<file path="config.mk">
export PLATFORM = sky130hd
export DESIGN_NAME = commbridge_ahb2apb
export DESIGN_NICKNAME = d
export VERILOG_FILES = /design/src/rtl/commbridge_ahb2apb.sv
export SDC_FILE = /design/constraint.sdc
export NUM_CORES = 1
export LEC_CHECK = 0
export ABC_CLOCK_PERIOD_IN_PS = 4000
export BUFFER_PORTS_ARGS = -buffer_cell sky130_fd_sc_hd__buf_4
export CAP_MARGIN = 20
export CORE_MARGIN = 2
export CORE_UTILIZATION = 49
export CTS_CLUSTER_SIZE = 25
export DETAILED_ROUTE_END_ITERATION = 16
export PLACE_DENSITY = 0.85
export SYNTH_ARGS = -nofsm -noshare
export SYNTH_HDL_FRONTEND = slang
export SYNTH_SLANG_ARGS = --single-unit
</file>
<file path="constraint.sdc">
create_clock -name PCLK -period 4 [get_ports PCLK]
set_input_delay 0.2 -clock PCLK [delete_from_list [all_inputs] [get_ports PCLK]]
set_output_delay 0.2 -clock PCLK [all_outputs]
set_load 0.1 [all_outputs]
</file>
<file path="src/rtl/commbridge_ahb2apb.sv">
// commbridge_ahb2apb: single-clock AHB-Lite slave to APB master bridge.
//
// Each accepted AHB transfer is turned into one APB setup/access sequence.
// Read data, wait states and slave errors go back to the AHB master. Errors
// use the usual two-cycle AHB response (ERR1 low-ready, ERR2 ready).
//
// Optional feature macro: COMMBRIDGE_APB4_EN (adds PSTRB, PPROT and HPROT).
//
// Ports:
//   PCLK, PRESETn          clock, asynchronous active-low reset
//   HSEL, HADDR, HTRANS,   AHB address phase (HSIZE only used with APB4)
//   HSIZE, HWRITE, HREADY
//   HWDATA                 AHB write data (data phase)
//   HREADYOUT, HRDATA,     AHB slave response
//   HRESP
//   PSEL, PADDR, PENABLE,  APB master request
//   PWRITE, PWDATA
//   PRDATA, PREADY,        APB slave response
//   PSLVERR
//   PSTRB, PPROT, HPROT    APB4 extensions (only with the macro)
//   fsm_state              current FSM state, for debug and checkers
//
// Handshake: an AHB transfer is taken when HSEL & HTRANS[1] & HREADY is high
// at a rising edge while the bridge is ready (IDLE, DONE or ERR2). An APB
// transfer completes on the rising edge where PSEL & PENABLE & PREADY.
module commbridge_ahb2apb #(
    parameter int ADDRWIDTH = 12
) (
    input  logic                 PCLK,
    input  logic                 PRESETn,
    input  logic                 HSEL,
    input  logic [ADDRWIDTH-1:0] HADDR,
    input  logic [1:0]           HTRANS,
    input  logic [2:0]           HSIZE,
    input  logic                 HWRITE,
    input  logic                 HREADY,
    input  logic [31:0]          HWDATA,
    output logic                 HREADYOUT,
    output logic [31:0]          HRDATA,
    output logic                 HRESP,
    output logic                 PSEL,
    output logic [ADDRWIDTH-3:0] PADDR,
    output logic                 PENABLE,
    output logic                 PWRITE,
    output logic [31:0]          PWDATA,
    input  logic [31:0]          PRDATA,
    input  logic                 PREADY,
    input  logic                 PSLVERR,
`ifdef COMMBRIDGE_APB4_EN
    output logic [3:0]           PSTRB,
    output logic [2:0]           PPROT,
    input  logic [3:0]           HPROT,
`endif
    output logic [2:0]           fsm_state
);

    typedef enum logic [2:0] {
        S_IDLE   = 3'd0,
        S_SETUP  = 3'd1,
        S_ACCESS = 3'd2,
        S_DONE   = 3'd3,
        S_ERR1   = 3'd4,
        S_ERR2   = 3'd5
    } state_t;

    state_t                 state_q, state_d;
    logic [ADDRWIDTH-3:0]   paddr_q;
    logic                   pwrite_q;
    logic [31:0]            pwdata_q;
    logic [31:0]            hrdata_q;
    logic                   ready_state;
    logic                   accept;

    // Only states that drive HREADYOUT=1 can take a new address phase.
    assign ready_state = (state_q == S_IDLE) || (state_q == S_DONE) || (state_q == S_ERR2);
    assign accept      = HSEL && HTRANS[1] && HREADY && ready_state;

`ifdef COMMBRIDGE_APB4_EN
    logic [3:0] pstrb_q, pstrb_d;
    logic [2:0] pprot_q;
    logic       unused_bits;

    always_comb begin
        pstrb_d = 4'b0000;
        if (HWRITE) begin
            case (HSIZE)
                3'd0:    pstrb_d = 4'b0001 << HADDR[1:0];
                3'd1:    pstrb_d = 4'b0011 << {HADDR[1], 1'b0};
                default: pstrb_d = 4'b1111;
            endcase
        end
    end

    assign PSTRB       = pstrb_q;
    assign PPROT       = pprot_q;
    assign unused_bits = ^{HTRANS[0], HPROT[3:2]};
`else
    logic unused_bits;
    assign unused_bits = ^{HSIZE, HADDR[1:0], HTRANS[0]};
`endif

    always_ff @(posedge PCLK or negedge PRESETn) begin
        if (!PRESETn) begin
            state_q  <= S_IDLE;
            paddr_q  <= '0;
            pwrite_q <= 1'b0;
            pwdata_q <= '0;
            hrdata_q <= '0;
`ifdef COMMBRIDGE_APB4_EN
            pstrb_q  <= 4'b0000;
            pprot_q  <= 3'b000;
`endif
        end else begin
            state_q <= state_d;
            if (accept) begin
                paddr_q  <= HADDR[ADDRWIDTH-1:2];
                pwrite_q <= HWRITE;
`ifdef COMMBRIDGE_APB4_EN
                pstrb_q  <= pstrb_d;
                pprot_q  <= {~HPROT[0], 1'b0, HPROT[1]};
`endif
            end
            // HWDATA is only valid in the first data-phase cycle; hold it
            // for the access phase and beyond.
            if (state_q == S_SETUP) begin
                pwdata_q <= HWDATA;
            end
            if ((state_q == S_ACCESS) && PREADY && !PSLVERR && !pwrite_q) begin
                hrdata_q <= PRDATA;
            end
        end
    end

    always_comb begin
        state_d = state_q;
        case (state_q)
            S_IDLE:   if (accept) state_d = S_SETUP;
            S_SETUP:  state_d = S_ACCESS;
            S_ACCESS: if (PREADY) state_d = PSLVERR ? S_ERR1 : S_DONE;
            S_DONE:   state_d = accept ? S_SETUP : S_IDLE;
            S_ERR1:   state_d = S_ERR2;
            S_ERR2:   state_d = accept ? S_SETUP : S_IDLE;
            default:  state_d = S_IDLE;
        endcase
    end

    // Outputs are decoded from the state register alone so an asynchronous
    // reset returns them to their idle values immediately.
    always_comb begin
        HREADYOUT = ready_state;
        HRESP     = (state_q == S_ERR1) || (state_q == S_ERR2);
        PSEL      = (state_q == S_SETUP) || (state_q == S_ACCESS);
        PENABLE   = (state_q == S_ACCESS);
        PWDATA    = (state_q == S_SETUP) ? HWDATA : pwdata_q;
    end

    assign HRDATA    = hrdata_q;
    assign PADDR     = paddr_q;
    assign PWRITE    = pwrite_q;
    assign fsm_state = state_q;

endmodule

</file>
==> metrics <==
CP max FO=33; Port Buffers=163; GRT Util Overall=0.190; CTS H-Tree Depth=3; first-pass GRT wire length=10900 um; sum of routed wire segments on met1=2820 um; WS Path Type=flop to output pin; clock-pin slew on the worst setup and hold paths=70 ps; met3 wire length=426 um; area leader, netlist=dfrtp_1; Initial Utilization=0.513; period utilization=0.669; vias in the first global route=2245; crit end category=output pin; Ports=170; met2 WL=3570 um; post-route ant nets=0; f_max=0.374 GHz; Cells after Synth=190; Final GP Congestion=0.806; Syn Area/Cell=17.4 sq um; WL final=6910 um; synthesis-stage register bit count=78; Max Cap Viol=0; Hold-fix buffers, CTS=0; DR DRC count=0; minimum clock period=2680 ps; TritonCTS clock tree=yes; Top Layer Used=met4; largest net degree at the start of global routing=79; post-DR wirelength/cell=15.8 um; Mapped Area=3310 sq um; Worst EP required=3800 ps; Site Rows=29; Final setup viols=0; RSZ-0062 raised after global routing=false; nets@finish=442; yosys warns=0; Worst EP arrival=2480 ps; clock buffer depth=2; initial antenna violation count=0; worst skew pair latency=330 ps; proportion of layout cells with a drive suffix above 1=0.727; Rel. slew slack=0.314; count of final hold-check violations=0; chip height=86.2 um; Initial DRC Count=68; Startpoint Class=flop; total negative slack=0 ps; post-DR vias/cell=4.82; remaining global-route overflow=0; Worst-Margin Slew=1030 ps; fin. max-slew vios=0; post-CTS setup buffer count=0; antenna cells=0; CORE AREA=6460 sq um; Synth area leaders=dfrtp_1 (59%), mux2_4 (27%), mux2_2 (5.4%), buf_6 (2.0%), buf_12 (1.8%); die area=7430 sq um; Area growth syn-to-layout=42.5%; status=finished, final reports clean; TritonCTS buffer count=9; Post-DP HPWL=5120 um; Yosys top cell area share=0.589; sequential fraction of the synthesis area=0.589; Layout Skew=5.98 ps; chip width=86.2 um; router iterations before antenna repair=4; Post-Syn Nets=278; cts repair resizes=0; Clock Sinks=78; Yosys cell types=25; HP Class=input pin to asynchronous set/reset pin; clock root buffer master=clkbuf_8; via count=2101
## worst paths after layout
path / cells after the start / end / start / slack (ps)
worst max-delay path: 4 / PWDATA[31] / fsm_state[1] / 1320
worst min-delay path: 1 / pwdata_q[3] / PRESETn / 10
worst max register to register: 4 / HRDATA[27] / fsm_state[0] / 1910
worst min register to register: 1 / pwdata_q[13] / pwdata_q[13] / 490
max in group asynchronous: 1 / HRDATA[23] / PRESETn / 3400
min in group PCLK: 2 / HRDATA[2] / PRDATA[2] / 100
## synth_stat cells
cell type,n
and3_1,1
nand3_1,1
and2b_2,1
a21oi_1,3
nor2_2,1
mux2_2,16
nor2b_1,1
inv_1,2
and2_1,1
a31oi_1,1
a21oi_2,1
mux2_4,59
nor3_2,1
nand2b_4,1
xnor2_1,1
clkbuf_2,1
o21ai_0,2
dfrtp_1,78
nand3b_1,1
nand2_2,1
nor2_1,3
buf_12,3
buf_6,6
nand2_1,3
or2_1,1
## worst max-delay path, cell delays in order (launching register included)
cell	delay, ps
dfrtp_1	490
nor2_2	160
and2_2	820
mux2_2	430
buf_4	240
## state kept, by name, summed over array words and instances (netlist names)
| name | cells |
|---|---|
| PWRITE | 1 |
| pwdata_q | 32 |
| fsm_state | 3 |
| PADDR | 10 |
| HRDATA | 32 |
## layout by cell type (no fill, tap or decap)
| cell type | n |
|---|---|
| xnor2_1 | 1 |
| mux2_2 | 16 |
| o21ai_0 | 2 |
| nand2_2 | 1 |
| clkbuf_8 | 13 |
| and2b_2 | 1 |
| nor2_2 | 1 |
| buf_4 | 163 |
| a31oi_1 | 1 |
| dfrtp_1 | 78 |
| a21oi_2 | 1 |
| inv_1 | 2 |
| nand3_1 | 1 |
| or2_1 | 1 |
| nor2b_1 | 1 |
| and2_2 | 1 |
| nor3_2 | 1 |
| nand3b_1 | 1 |
| and3_1 | 1 |
| nand2b_4 | 1 |
| nand2_1 | 3 |
| mux2_4 | 59 |
| nor2_1 | 3 |
| clkinv_2 | 2 |
| bufinv_16 | 1 |
| a21oi_1 | 3 |
## cells by family after synthesis
family / count (synthesis) / synth area share
compound gates: 7 / 0.0121
buf+inv: 12 / 0.0423
mux: 75 / 0.322
flops: 78 / 0.589
xor+xnor: 1 / 0.00264
simple gates: 17 / 0.0317
## area by class of cell
class | instances | area [sq um]
inverter | 2 | 7.51
timing repair buffer | 163 | 1220
clock inverter | 3 | 40.0
sequential | 78 | 1950
clock buffer | 13 | 179
fill | 450 | 1740
multi-input combinational | 100 | 1220
tap | 77 | 96.3
## metal layers
| layer | up-vias | global-route usage |
|---|---|---|
| met3 | 8 | 0.0514 |
| met1 | 1018 | 0.232 |
| met4 | 0 | 0.0668 |
| met5 | - | 0 |
| li1 | 984 | - |
| met2 | 91 | 0.326 |
## stage by stage
step                hold WS (ps)  utilization  setup WS [ps]  instances  area, sq um
floorplan                  -95.6            -            491        190         3310
global placement             408        0.697           1690        420         4500
detailed placement           409        0.697           1660        420         4500
CTS                         43.5        0.731           1300        436         4720
global route                72.4        0.731           1190        436         4720
finish                      11.2        0.731           1320        436         4720
Power is left out: the tool's default activity adds up to more than one toggle a clock period on the data nets, which glitch-free logic cannot reach.
